`src/rtl/sevenseg_scan_driver_if.sv`:
```
// Load/display bundle for the seven-segment scan driver: word load strobe in, multiplexed
// anode/segment drive and frame marker out.
interface sevenseg_scan_driver_if;
  logic        load;
  logic [11:0] left_word;
  logic [11:0] right_word;
  logic [7:0]  dp_mask;
  logic [7:0]  an;
  logic [6:0]  seg;
  logic        dp;
  logic        frame_start;

  modport master (
    output load, left_word, right_word, dp_mask,
    input  an, seg, dp, frame_start
  );

  modport slave (
    input  load, left_word, right_word, dp_mask,
    output an, seg, dp, frame_start
  );
endinterface

```
`src/rtl/sevenseg_scan_driver.sv`:
```
// Scans two 12-bit words in octal across an 8-digit multiplexed seven-segment display.
// Optional macro SEVSEG_LEADING_ZERO_BLANK_EN blanks leading zero digits within each word.
module sevenseg_scan_driver #(
  parameter int unsigned DIGIT_TICKS = 100000,
  parameter int unsigned BLANK_TICKS = 4
) (
  input logic                   clock,
  input logic                   resetN,
  sevenseg_scan_driver_if.slave bus
);

  localparam int unsigned CntW = (DIGIT_TICKS > 1) ? $clog2(DIGIT_TICKS) : 1;
  localparam logic [CntW-1:0] CntLast  = CntW'(DIGIT_TICKS - 1);
  localparam logic [CntW-1:0] BlankEnd = CntW'(BLANK_TICKS);

  function automatic logic [6:0] octal_pattern(input logic [2:0] d);
    logic [6:0] p;
    unique case (d)
      3'd0: p = 7'h3F;
      3'd1: p = 7'h06;
      3'd2: p = 7'h5B;
      3'd3: p = 7'h4F;
      3'd4: p = 7'h66;
      3'd5: p = 7'h6D;
      3'd6: p = 7'h7D;
      3'd7: p = 7'h07;
      default: p = 7'h00;
    endcase
    return p;
  endfunction

  logic [CntW-1:0] cnt_q, cnt_d;
  logic [2:0]      idx_q, idx_d;
  logic            terminal;
  logic            frame_start;

  logic [11:0] pend_left_q, pend_left_d, pend_right_q, pend_right_d;
  logic [7:0]  pend_dp_q, pend_dp_d;
  logic        pend_flag_q, pend_flag_d;
  logic [11:0] sh_left_q, sh_left_d, sh_right_q, sh_right_d;
  logic [7:0]  sh_dp_q, sh_dp_d;

  logic [7:0]  an_q, an_d;
  logic [6:0]  seg_q, seg_d;
  logic        dp_q, dp_d;

  logic [11:0] word_sel;
  logic [11:0] word_shift;
  logic [1:0]  pos;
  logic        blank_slot;
  logic        lz_blank;

  always_ff @(posedge clock or negedge resetN) begin
    if (!resetN) begin
      cnt_q        <= '0;
      idx_q        <= '0;
      pend_left_q  <= '0;
      pend_right_q <= '0;
      pend_dp_q    <= '0;
      pend_flag_q  <= 1'b0;
      sh_left_q    <= '0;
      sh_right_q   <= '0;
      sh_dp_q      <= '0;
      an_q         <= 8'hFF;
      seg_q        <= 7'h7F;
      dp_q         <= 1'b1;
    end else begin
      cnt_q        <= cnt_d;
      idx_q        <= idx_d;
      pend_left_q  <= pend_left_d;
      pend_right_q <= pend_right_d;
      pend_dp_q    <= pend_dp_d;
      pend_flag_q  <= pend_flag_d;
      sh_left_q    <= sh_left_d;
      sh_right_q   <= sh_right_d;
      sh_dp_q      <= sh_dp_d;
      an_q         <= an_d;
      seg_q        <= seg_d;
      dp_q         <= dp_d;
    end
  end

  always_comb begin
    terminal    = (cnt_q == CntLast);
    cnt_d       = terminal ? '0 : cnt_q + CntW'(1);
    idx_d       = terminal ? idx_q + 3'd1 : idx_q;
    frame_start = terminal && (idx_q == 3'd7);
  end

  // Shadow only moves at a frame boundary so a frame never mixes old and new words.
  always_comb begin
    pend_left_d  = pend_left_q;
    pend_right_d = pend_right_q;
    pend_dp_d    = pend_dp_q;
    pend_flag_d  = pend_flag_q;
    sh_left_d    = sh_left_q;
    sh_right_d   = sh_right_q;
    sh_dp_d      = sh_dp_q;
    if (bus.load) begin
      pend_left_d  = bus.left_word;
      pend_right_d = bus.right_word;
      pend_dp_d    = bus.dp_mask;
      if (frame_start) begin
        sh_left_d   = bus.left_word;
        sh_right_d  = bus.right_word;
        sh_dp_d     = bus.dp_mask;
        pend_flag_d = 1'b0;
      end else begin
        pend_flag_d = 1'b1;
      end
    end else if (frame_start && pend_flag_q) begin
      sh_left_d   = pend_left_q;
      sh_right_d  = pend_right_q;
      sh_dp_d     = pend_dp_q;
      pend_flag_d = 1'b0;
    end
  end

  always_comb begin
    word_sel   = idx_q[2] ? sh_left_q : sh_right_q;
    pos        = idx_q[1:0];
    word_shift = word_sel >> (4'(pos) * 4'd3);
    blank_slot = (cnt_q < BlankEnd);
`ifdef SEVSEG_LEADING_ZERO_BLANK_EN
    lz_blank   = (pos != 2'd0) && (word_shift == 12'd0);
`else
    lz_blank   = 1'b0;
`endif
    an_d  = 8'hFF;
    seg_d = 7'h7F;
    dp_d  = 1'b1;
    if (!blank_slot) begin
      an_d  = ~(8'd1 << idx_q);
      seg_d = lz_blank ? 7'h7F : ~octal_pattern(word_shift[2:0]);
      dp_d  = ~sh_dp_q[idx_q];
    end
  end

  assign bus.an          = an_q;
  assign bus.seg         = seg_q;
  assign bus.dp          = dp_q;
  assign bus.frame_start = frame_start;

endmodule
```
`src/flat_wrapper.sv`:
```
// flat-port wrapper written by rule: the top's interface ports become plain ports
module sevenseg_scan_driver_flat 
#(
  parameter int unsigned DIGIT_TICKS = 100000,
  parameter int unsigned BLANK_TICKS = 4
)
  (clock, resetN, bus_load, bus_left_word, bus_right_word, bus_dp_mask, bus_an, bus_seg, bus_dp, bus_frame_start);
  sevenseg_scan_driver_if bus_i ();
  input logic clock;
  input logic resetN;
  input wire logic [$bits(bus_i.load)-1:0] bus_load;
  input wire logic [$bits(bus_i.left_word)-1:0] bus_left_word;
  input wire logic [$bits(bus_i.right_word)-1:0] bus_right_word;
  input wire logic [$bits(bus_i.dp_mask)-1:0] bus_dp_mask;
  output wire logic [$bits(bus_i.an)-1:0] bus_an;
  output wire logic [$bits(bus_i.seg)-1:0] bus_seg;
  output wire logic [$bits(bus_i.dp)-1:0] bus_dp;
  output wire logic [$bits(bus_i.frame_start)-1:0] bus_frame_start;
  assign bus_i.load = bus_load;
  assign bus_i.left_word = bus_left_word;
  assign bus_i.right_word = bus_right_word;
  assign bus_i.dp_mask = bus_dp_mask;
  assign bus_an = bus_i.an;
  assign bus_seg = bus_i.seg;
  assign bus_dp = bus_i.dp;
  assign bus_frame_start = bus_i.frame_start;
  sevenseg_scan_driver #(.DIGIT_TICKS(DIGIT_TICKS), .BLANK_TICKS(BLANK_TICKS)) u_core (.clock(clock), .resetN(resetN), .bus(bus_i));
endmodule
```
`config.mk`:
```
export PLATFORM = sky130hd
export DESIGN_NAME = sevenseg_scan_driver_flat
export DESIGN_NICKNAME = d
export VERILOG_FILES = /design/src/rtl/sevenseg_scan_driver_if.sv /design/src/rtl/sevenseg_scan_driver.sv /design/src/flat_wrapper.sv
export SDC_FILE = /design/constraint.sdc
export NUM_CORES = 1
export LEC_CHECK = 0
export BUFFER_PORTS_ARGS = -buffer_cell sky130_fd_sc_hd__buf_2
export CORE_MARGIN = 2
export CORE_UTILIZATION = 54
export CTS_CLUSTER_DIAMETER = 30
export DETAILED_ROUTE_END_ITERATION = 10
export PLACE_DENSITY = 0.75
export SLEW_MARGIN = 10
export SYNTH_ARGS = -nofsm -noshare
export SYNTH_HDL_FRONTEND = slang
export SYNTH_SLANG_ARGS = --single-unit
```
`constraint.sdc`:
```
create_clock -name clock -period 6 [get_ports clock]
set_input_delay 1.2 -clock clock [delete_from_list [all_inputs] [get_ports clock]]
set_output_delay 1.2 -clock clock [all_outputs]
set_load 0.05 [all_outputs]
```
# == Word-level counts from Yosys, hierarchy flattened ==
# Memories as Yosys holds them, arrays and structs flattened.
# Cells that the tools add are included.
# word_totals
regBits,101
rom_bits,56
inputBits,35
out_inout_bits,17
wordCells,50
n_memories,1
# mem_list
name,depth,word_bits,rd,rd_clocked_by_memory_dff,wr,line_no,text
(no name shown),8,7,1,0,0,sevenseg_scan_driver.sv:18,unique case (d)
# op_classes
add_sub_neg,2
n_mul,1
order_cmp,2
n_eq_ne,3
shifts,2
mux,20
bitwise,3
reduce_logical,4
# op_table
cell,count
$mux W12,7
$mux W8,4
$add A17 B1 Y17 const B,1
$eq A17 B17 Y1 const B,1
$lt A17 B3 Y1 const B,1
$mux W17,1
$mux W7,2
$shr A12 B4 Y3,1
$not A8 Y8,1
$shl A1 B3 Y8 const A,1
$not A7 Y7,1
$mux W1,5
$lt A3 B4 Y1 const B,1
$mul A2 B2 Y4 const B,1
$add A3 B1 Y3 const B,1
$bmux W1 S3,1
$eq A3 B3 Y1 const B,1
$logic_and A1 B1 Y1,2
$ne A2 B1 Y1 const B,1
$reduce_and A2 Y1,1
$reduce_bool A2 Y1,1
$not A1 Y1,1

# == Depth between registers and ports, before layout ==
# Gate-level depths: netlist (run 1).
# An unclocked memory read counts as a cell.
# depth
word_depth,6
mapped_depth,7
ltp_nobuf,6

# == Worst setup path before layout (run 1) ==
# Ideal clock, no wire load.
# synth_path
kind,register -> output
startpoint,register u_core.cnt_q[11]
endpoint,output port bus_frame_start
arrival_time_ns,1.769
t_required_ns,4.800
setup_slack_ns,3.031
stages_incl_launch_ff,5
path_buffers,0
path_cell_list,dfrtp_1 or4_1 nand2b_4 nor4_1 and2_1
# synth_via
elab_chain_cells,2
# synth_lines
element,line_no,text
"start, declared",sevenseg_scan_driver.sv:32,"logic [CntW-1:0] cnt_q, cnt_d;"
"start signal, assigned",sevenseg_scan_driver.sv:68,cnt_q <= cnt_d;
$eq A17 B17 Y1,sevenseg_scan_driver.sv:84,terminal = (cnt_q == CntLast);
$logic_and A1 B1 Y1,sevenseg_scan_driver.sv:87,frame_start = terminal && (idx_q == 3'd7);
"end, declared",flat_wrapper.sv:18,output wire logic [$bits(bus_i.frame_start)-1:0] bus_frame_start;
# Every way passes these cells.

# == Worst setup path in the final report (run 1) ==
# Same ends and word-level chain as after synthesis.

==> impl_summary.txt, run 1 <==
----------------------------------------------------
[Route]
  Detailed router's first-iteration violation count ... 139
  Aggregate routed wire length ... 7480 µm
  Mean routed wirelength per cell ... 16.0 µm
  Post-detailed-route DRC marker count ... 0
  Number of iterations in the first detailed-routing pass ... 5
  Count of nets left with antenna violations after detail routing ... 0
  Number of vias in the routed layout ... 2445
  Number of vias per cell ... 5.25

[Final layout]
  Final instance area ... 5040 µm²
  Layout cells sized above 1 ... 44.6%
  Number of nets in the layout ... 403
  Antenna diode instance count ... 0
  Area growth from synthesis to layout ... 11.8%

[Yosys]
  Largest area contributor in the netlist ... sky130_fd_sc_hd__dfrtp_1
  Most area-consuming cells after synthesis ... sky130_fd_sc_hd__dfrtp_1 47%, sky130_fd_sc_hd__mux2_4 10%, sky130_fd_sc_hd__dfstp_2 9.3%, sky130_fd_sc_hd__mux2_2 8.2%, sky130_fd_sc_hd__mux4_2 4.0%
  Netlist area before placement ... 4510 µm²
  Top_reg_cell synth ... sky130_fd_sc_hd__dfrtp_1
  Synth Register Bits ... 101
  Net count after synthesis ... 355
  Syn Area/Cell ... 14.6 µm²
  Synth unique cells ... 40
  Most repeated cell in the gate-level netlist after synthesis ... sky130_fd_sc_hd__dfrtp_1
  Count of flip-flops with a built-in enable after synthesis ... 0
  Sequential fraction of the synthesis area ... 56.5%
  Number of synthesis warnings ... 0
  Number of instances in the synthesized netlist ... 308
  Proportion of synthesized flip-flops having asynchronous set or reset ... 100%
  List of most frequent post-synthesis cells ... 85 x sky130_fd_sc_hd__dfrtp_1, 33 x sky130_fd_sc_hd__mux2_2, 30 x sky130_fd_sc_hd__mux2_4
  Top cell type's share of synthesized area ... 47.1%

[Clocking]
  Total clock buffers created by CTS ... 9
  Clock Root Buffer ... sky130_fd_sc_hd__clkbuf_8
  Bufs on Longest Clock Path ... 2
  Worst-Skew Late Latency ... 360 ps
  CTS resizes ... 0
  CTS Sinks ... 101
  Buffers inserted by post-CTS timing repair ... 0
  TritonCTS clock tree ... done
  Clock transition at the register clock pins on the worst setup and hold paths after CTS ... 90 ps
  H-tree depth ... 3
  CTS Hold Bufs ... 0

[Timing]
  Slew margin rel. ... 38.5%
  Shortest clock period the worst path allows after layout ... 3440 ps
  Crit path setup slack, layout ... 2560 ps
  Count of pins over their slew limit ... 0
  Max Fclk ... 290 MHz
  Setup skew after layout ... 6.85 ps
  Setup-failing EPs final ... 0
  Unrepaired setup endpoints after global routing ... false
  Final clock period utilization by the worst path ... 57.4%
  Final count of hold timing violations ... 0
  Sum of negative setup slack ... 0 ps
  Transition time at the pin with the least slew margin ... 920 ps

[Hold path]
  Tightest Hold Check Type ... reg -> reg

[Global route]
  Number of global-route vias before repair ... 2550
  Layer with the highest usage ... met2
  Pin count of the biggest net entering global routing ... 61
  Met3 usage ... 4.82%
  Global route total overflow ... 0
  Total global-route track usage ... 19.0%
  GRT met1 Usage ... 26.5%
  Antenna violations before repair ... 0
  First-pass GRT wire length ... 12800 µm
  Global routing usage on met2 ... 29.0%

[Placement]
  Placement-stage worst setup slack ... 2490 ps
  Placer Congestion ... 0.843
  Placed Instance Area ... 4790 µm²
  Hpwl dp ... 5090 µm
  Number of buffers inserted by port buffering ... 51

[Floorplan]
  I/O pins ... 52
  Starting density of the core ... 55.2%
  Core Rows ... 33
  Total die area ... 9100 µm²
  Standard cell core area ... 8180 µm²
  Die boundary height ... 95.4 µm
  X dimension of the die ... 95.4 µm

[Worst setup path]
  Data required time at the worst endpoint ... 4800 ps
  Highest net fanout along the worst path ... 5
  Crit. End Element ... primary output
  Type of element launching the critical path ... flip-flop
  Critical Path, Cell by Cell ... or4_1, nand2b_4, nor4_1, and2_1, buf_2
  Start-to-end type of the worst setup path ... reg -> out
  Slowest cell delay on critical path ... 570 ps
  Highest-delay cell along the critical path ... sky130_fd_sc_hd__or4_1
  Arrival time of the worst setup path ... 2240 ps

[Flow run]
  Max-cap violation count ... 0

[Status]
  Status ... complete, no violations

[Power]
  Peak supply drop ... 0.202 mV
  Ratio of total power to cell area ... 256 nW/µm²
  Leakage dissipation ... 0.00244 µW

----------------------------------------------------
-- through the flow --
stage          total power [µW]  cells  hold slack, ps  util [%]
6_report                   1290    466             497      61.7
5_1_grt                    1340    466             524      61.7
4_1_cts                    1310    466             491      61.7
3_5_place_dp                783    450             476      58.6
3_3_place_gp                780    450             470      58.6
2_1_floorplan               750    308             455         -
-- power breakdown --
| group | leakage, µW | total [µW] | internal [µW] | switching [µW] |
|---|---|---|---|---|
| Sequential | 0.00126 | 707 | 702 | 5.43 |
| Combinational | 0.00105 | 61.1 | 28.8 | 32.3 |
| Clock | 0.000126 | 523 | 284 | 240 |
-- state kept, by name, indices dropped and copies added, names as in the netlist --
name,cells
u_core.cnt_q,17
u_core.pend_left_q,12
u_core.pend_right_q,12
u_core.sh_left_q,12
u_core.sh_right_q,12
u_core.bus.an,8
u_core.pend_dp_q,8
u_core.sh_dp_q,8
u_core.bus.seg,7
u_core.idx_q,3
u_core.bus.dp,1
u_core.pend_flag_q,1
-- cells in the final DEF, fill, tap and decap left out, types with 2 or more instances in the layout --
| cell type | Yosys | routed |
|---|---|---|
| sky130_fd_sc_hd__bufinv_16 | 0 | 3 |
| sky130_fd_sc_hd__mux4_2 | 8 | 8 |
| sky130_fd_sc_hd__nor4_1 | 3 | 3 |
| sky130_fd_sc_hd__mux2_1 | 2 | 2 |
| sky130_fd_sc_hd__nand3_1 | 9 | 9 |
| sky130_fd_sc_hd__and2_1 | 3 | 3 |
| sky130_fd_sc_hd__mux2i_1 | 5 | 5 |
| sky130_fd_sc_hd__dfrtp_1 | 85 | 85 |
| sky130_fd_sc_hd__xnor2_1 | 7 | 7 |
| sky130_fd_sc_hd__inv_1 | 10 | 10 |
| sky130_fd_sc_hd__nor2_1 | 11 | 11 |
| sky130_fd_sc_hd__mux2_2 | 33 | 33 |
| sky130_fd_sc_hd__nand4_1 | 4 | 4 |
| sky130_fd_sc_hd__buf_4 | 0 | 2 |
| sky130_fd_sc_hd__a21oi_1 | 2 | 2 |
| sky130_fd_sc_hd__buf_2 | 2 | 50 |
| sky130_fd_sc_hd__nor3_1 | 4 | 4 |
| sky130_fd_sc_hd__or3_1 | 3 | 3 |
| sky130_fd_sc_hd__o21ai_0 | 4 | 4 |
| sky130_fd_sc_hd__nor3_4 | 2 | 2 |
| sky130_fd_sc_hd__ha_1 | 12 | 12 |
| sky130_fd_sc_hd__clkbuf_8 | 0 | 9 |
| sky130_fd_sc_hd__inv_6 | 0 | 2 |
| sky130_fd_sc_hd__mux2_4 | 30 | 30 |
| sky130_fd_sc_hd__nor2b_1 | 2 | 2 |
| sky130_fd_sc_hd__nand2_1 | 17 | 17 |
| sky130_fd_sc_hd__or4_1 | 2 | 2 |
| sky130_fd_sc_hd__xor2_1 | 7 | 7 |
| sky130_fd_sc_hd__dfstp_2 | 16 | 16 |
-- kinds of logic (layout without fill, tap and decap cells) --
group | count (synthesis) | in the layout | share of synthesized area [%]
flip-flops | 101 | 101 | 56.5
AO/OA/AOI/OAI | 10 | 10 | 1.36
adder cells (fa/ha/maj) | 12 | 12 | 3.33
AND/OR/NAND/NOR | 67 | 67 | 8.62
XOR/XNOR | 14 | 14 | 2.72
buffers and inverters | 25 | 78 | 3.38
multiplexers | 79 | 79 | 24.1
-- metal layers --
metal | share of wire [%] | vias to the layer above | routed length, µm
met4 | 1.8 | 0 | 131
li1 | - | 1173 | -
met2 | 47 | 54 | 3540
met3 | 3.8 | 11 | 286
met5 | 0 | - | 0
met1 | 47 | 1207 | 3530
-- area by class of cell --
cell class / instances / area (µm²)
clock buffers: 9 / 124
clock inverters: 7 / 128
fillers: 625 / 3130
inverters: 10 / 37.5
multi-input cells: 182 / 1810
flip-flops and latches: 101 / 2550
well taps: 105 / 131
repair buffers: 52 / 265
-- worst paths after layout --
check                                                     to  slack (ps)                        from  depth (start not counted)
setup / recovery                             bus_frame_start        2560  u_core.cnt_q[11]$_DFF_PN0_                          5
hold / removal                    u_core.cnt_q[13]$_DFF_PN0_         500  u_core.cnt_q[13]$_DFF_PN0_                          1
setup reg to reg           u_core.sh_right_q[11]$_DFFE_PN0P_        3350  u_core.cnt_q[11]$_DFF_PN0_                          4
hold reg to reg                   u_core.cnt_q[13]$_DFF_PN0_         500  u_core.cnt_q[13]$_DFF_PN0_                          1
max in group asynchronous    u_core.pend_dp_q[6]$_DFFE_PN0P_        4090                      resetN                          2
min in group asynchronous          u_core.cnt_q[2]$_DFF_PN0_         800                      resetN                          1
-- worst max-delay path, delay by kind of cell, from the launching register on --
| family | cells | cell delay [ps] |
|---|---|---|
| simple gates | 4 | 1200 |
| flops | 1 | 430 |
| buf+inv | 1 | 260 |
Note: power is estimated with default switching activity, not from simulation.
==> inputs of run 2 (changes only) <==
--- a/config.mk
+++ b/config.mk
@@ -5,12 +5,13 @@
 export SDC_FILE = /design/constraint.sdc
 export NUM_CORES = 1
 export LEC_CHECK = 0
+export ABC_AREA = 1
 export BUFFER_PORTS_ARGS = -buffer_cell sky130_fd_sc_hd__buf_2
 export CORE_MARGIN = 2
 export CORE_UTILIZATION = 54
 export CTS_CLUSTER_DIAMETER = 30
 export DETAILED_ROUTE_END_ITERATION = 10
-export PLACE_DENSITY = 0.75
+export PLACE_DENSITY = 0.74
 export SLEW_MARGIN = 10
 export SYNTH_ARGS = -nofsm -noshare
 export SYNTH_HDL_FRONTEND = slang
==> constraint.sdc (replaced) <==
create_clock -name clock -period 3.4 [get_ports clock]
set_input_delay 0.68 -clock clock [delete_from_list [all_inputs] [get_ports clock]]
set_output_delay 0.68 -clock clock [all_outputs]
set_load 0.05 [all_outputs]
==> run 2 against run 1 <==
  * Clock skew grew 6.4 ps
  * First-iteration DRC count grew 38%
  * Synthesized cell count grew 88%
  * Clock power grew 44%
  * Global-route usage grew 3.9 points
  * Die area grew 6.0%
  * Sequential power grew 75%
  * Worst setup slack lost 1800 ps
  * Critical path type unchanged
  * Critical endpoint unchanged
==> impl_summary.txt, run 2 <==
----------------------------------------------------
[Timing]
  Setup skew after layout ... 13.2 ps (+6.39 ps)
  Crit path setup slack, layout ... 711 ps (-1850 ps)
  Unrepaired setup endpoints after global routing ... false
  Shortest clock period the worst path allows after layout ... 2690 ps
  Sum of negative setup slack ... 0 ps (unchanged)
  Count of pins over their slew limit ... 0 (unchanged)
  Final count of hold timing violations ... 0 (unchanged)
  Final clock period utilization by the worst path ... 79.1%
  Setup-failing EPs final ... 0 (unchanged)
  Max Fclk ... 372 MHz
  Transition time at the pin with the least slew margin ... 1090 ps (+165 ps)
  Slew margin rel. ... 27.6% (-11 points)

[Clocking]
  Clock Root Buffer ... sky130_fd_sc_hd__clkbuf_8
  Worst-Skew Late Latency ... 370 ps (about the same)
  Buffers inserted by post-CTS timing repair ... 0 (unchanged)
  CTS Sinks ... 101 (unchanged)
  CTS resizes ... 0 (unchanged)
  H-tree depth ... 3 (unchanged)
  Total clock buffers created by CTS ... 9 (unchanged)
  Clock transition at the register clock pins on the worst setup and hold paths after CTS ... 100 ps (about the same)
  Bufs on Longest Clock Path ... 2 (unchanged)
  CTS Hold Bufs ... 0 (unchanged)
  TritonCTS clock tree ... done

[Yosys]
  Count of flip-flops with a built-in enable after synthesis ... 0 (unchanged)
  Sequential fraction of the synthesis area ... 53.1% (-3.3 points)
  Synth unique cells ... 30 (-25%)
  Most area-consuming cells after synthesis ... sky130_fd_sc_hd__dfrtp_1 44%, sky130_fd_sc_hd__nand2_1 20%, sky130_fd_sc_hd__dfstp_2 8.8%, sky130_fd_sc_hd__nand4_1 5.0%, sky130_fd_sc_hd__inv_1 3.4%
  Top_reg_cell synth ... sky130_fd_sc_hd__dfrtp_1
  List of most frequent post-synthesis cells ... 253 x sky130_fd_sc_hd__nand2_1, 85 x sky130_fd_sc_hd__dfrtp_1, 43 x sky130_fd_sc_hd__inv_1
  Top cell type's share of synthesized area ... 44.4% (-2.8 points)
  Net count after synthesis ... 627 (+77%)
  Number of instances in the synthesized netlist ... 580 (+88%)
  Largest area contributor in the netlist ... sky130_fd_sc_hd__dfrtp_1
  Number of synthesis warnings ... 0 (unchanged)
  Most repeated cell in the gate-level netlist after synthesis ... sky130_fd_sc_hd__nand2_1
  Netlist area before placement ... 4790 µm² (+6.2%)
  Synth Register Bits ... 101 (unchanged)
  Proportion of synthesized flip-flops having asynchronous set or reset ... 100% (unchanged)
  Syn Area/Cell ... 8.26 µm² (-44%)

[Final layout]
  Filler Cell Count ... 813 (+30%)
  Area growth from synthesis to layout ... 9.11%
  Layout cells sized above 1 ... 16.3% (-28 points)
  Antenna diode instance count ... 0 (unchanged)
  Finished Core Util ... 60.3% (-1.4 points)
  Area taken by multi-input logic gates ... 1890 µm² (+4.6%)
  Most common cell after layout, fill and taps aside ... sky130_fd_sc_hd__nand2_1
  Max FFs per register ... 17 (unchanged)
  Number of nets in the layout ... 663 (+65%)
  Commonest cells after routing, fill and taps aside ... 253 x sky130_fd_sc_hd__nand2_1, 85 x sky130_fd_sc_hd__dfrtp_1, 50 x sky130_fd_sc_hd__buf_2
  Area taken by flip-flops and latches ... 2550 µm² (unchanged)
  Register bank with the most flops ... u_core.cnt_q

[Worst setup path]
  Start-to-end type of the worst setup path ... reg -> out
  Highest net fanout along the worst path ... 7 (+2)
  Arrival time of the worst setup path ... 2010 ps (-230 ps)
  Type of element launching the critical path ... flip-flop
  Worst r2r dst ... u_core.sh_left_q[0]$_DFFE_PN0P_
  Data required time at the worst endpoint ... 2720 ps (-2080 ps)
  Setup slack, reg-to-reg ... 1080 ps (-2270 ps)
  Crit. End Element ... primary output
  R2r worst-path depth ... 6 (+2)
  Startpoint of the most critical register-to-register path ... u_core.idx_q[0]$_DFFE_PN0N_

[Route]
  Detailed router's first-iteration violation count ... 192 (+38%)
  Post-detailed-route DRC marker count ... 0 (unchanged)
  Mean routed wirelength per cell ... 14.1 µm (-12%)
  Number of vias in the routed layout ... 3810 (+56%)
  Aggregate routed wire length ... 10300 µm (+37%)
  Number of vias per cell ... 5.23 (-0.39%)
  Number of iterations in the first detailed-routing pass ... 4 (-1)
  Count of nets left with antenna violations after detail routing ... 0 (unchanged)

[Floorplan]
  Die boundary height ... 98.2 µm (+2.9%)
  Core Rows ... 34 (+3.0%)
  Starting density of the core ... 55.2% (about the same)
  Total die area ... 9650 µm² (+6.0%)
  I/O pins ... 52 (unchanged)
  Standard cell core area ... 8680 µm² (+6.2%)
  X dimension of the die ... 98.2 µm (+2.9%)

[Placement]
  Placement-stage worst setup slack ... 1040 ps (-1450 ps)
  Number of buffers inserted by port buffering ... 51 (unchanged)
  Hpwl dp ... 7150 µm (+40%)
  Placer Congestion ... 0.849 (+0.74%)

[Global route]
  Pin count of the biggest net entering global routing ... 87 (+43%)
  Total global-route track usage ... 22.9% (+3.9 points)
  Number of global-route vias before repair ... 3767 (+48%)
  First-pass GRT wire length ... 17900 µm (+40%)
  Global route total overflow ... 0 (unchanged)
  Antenna violations before repair ... 0 (unchanged)

[Power]
  Peak supply drop ... 0.286 mV (+42%)
  Ratio of total power to cell area ... 401 nW/µm² (+57%)
  Leakage dissipation ... 0.00278 µW (+14%)

[Flow run]
  Max-cap violation count ... 0 (unchanged)

[Hold path]
  Tightest Hold Check Type ... in -> async

[Status]
  Status ... complete, no violations

----------------------------------------------------
run 2: cell count changes in the layout (fill, tap and decap cells not counted), sizes merged, moves of 3 or more:
cell | before | now
or3 | 3 | 0
mux4 | 8 | 0
o21ai | 4 | 15
nand3 | 9 | 28
mux2 | 65 | 0
nand4 | 4 | 39
mux2i | 6 | 0
inv | 13 | 50
xnor2 | 7 | 0
nand2 | 17 | 255
bufinv | 3 | 0
nor2 | 11 | 32
nor4 | 3 | 0
run 2: cell type report:
cell class                      instances  share of cell area, %
Multi-Input combinational cell        403                   36.2
Sequential cell                       101                   48.7
Timing Repair Buffer                   54                   5.36
Clock buffer                           10                   2.44
Inverter                               47                   3.37
Tap cell                              108                   2.58
Clock inverter                          6                   1.32
run 2: layer usage:
layer,routed length [µm],global-route usage [%],up-vias
met3,485,4.65,13
li1,-,-,1902
met1,4800,31.8,1796
met2,4850,37.2,99
met4,151,6.22,0
met5,0,0,-
run 2: power breakdown:
part | internal [µW] | switching [µW] | leakage [µW]
clock | 290 | 466 | 0.0000949
combinational | 30.3 | 67.3 | 0.00141
sequential | 1230 | 8.54 | 0.00128
run 2: worst max path at each step:
stage | from | endpoint | cells after the start
floorplan | u_core.cnt_q[0]$_DFF_PN0_ | bus_frame_start | 7
global placement | u_core.cnt_q[6]$_DFF_PN0_ | bus_frame_start | 8
detailed placement | bus_load | u_core.sh_right_q[6]$_DFFE_PN0P_ | 6
CTS | u_core.cnt_q[0]$_DFF_PN0_ | bus_frame_start | 8
global route | u_core.cnt_q[1]$_DFF_PN0_ | bus_frame_start | 8
finish | u_core.cnt_q[6]$_DFF_PN0_ | bus_frame_start | 8
run 2: kinds of logic (layout without fill, tap and decap cells):
logic type	after synthesis	count (layout)	synth area share (%)
fa+ha+maj	12	12	3.13
simple gates	366	366	33.2
buf+inv	76	117	7.33
compound gates	19	19	2.11
flops	101	101	53.1
xor+xnor	6	6	1.10
run 2: critical path, stage by stage, from the launching register on:
cell	delay, ps
sky130_fd_sc_hd__dfrtp_1	460
sky130_fd_sc_hd__inv_2	100
sky130_fd_sc_hd__nand2_1	70
sky130_fd_sc_hd__nor2_2	130
sky130_fd_sc_hd__inv_1	70
sky130_fd_sc_hd__nor2_2	170
sky130_fd_sc_hd__nand2_1	220
sky130_fd_sc_hd__nor2_1	150
sky130_fd_sc_hd__buf_2	270
run 2: per-stage QoR:
step	instance area (µm²)	hold WS, ps	power (µW)	std cells
2_1_floorplan	4790	384	1310	580
3_3_place_gp	5030	455	1360	713
3_5_place_dp	5030	459	1370	713
4_1_cts	5230	484	2120	729
5_1_grt	5230	504	2180	729
6_report	5230	476	2100	729
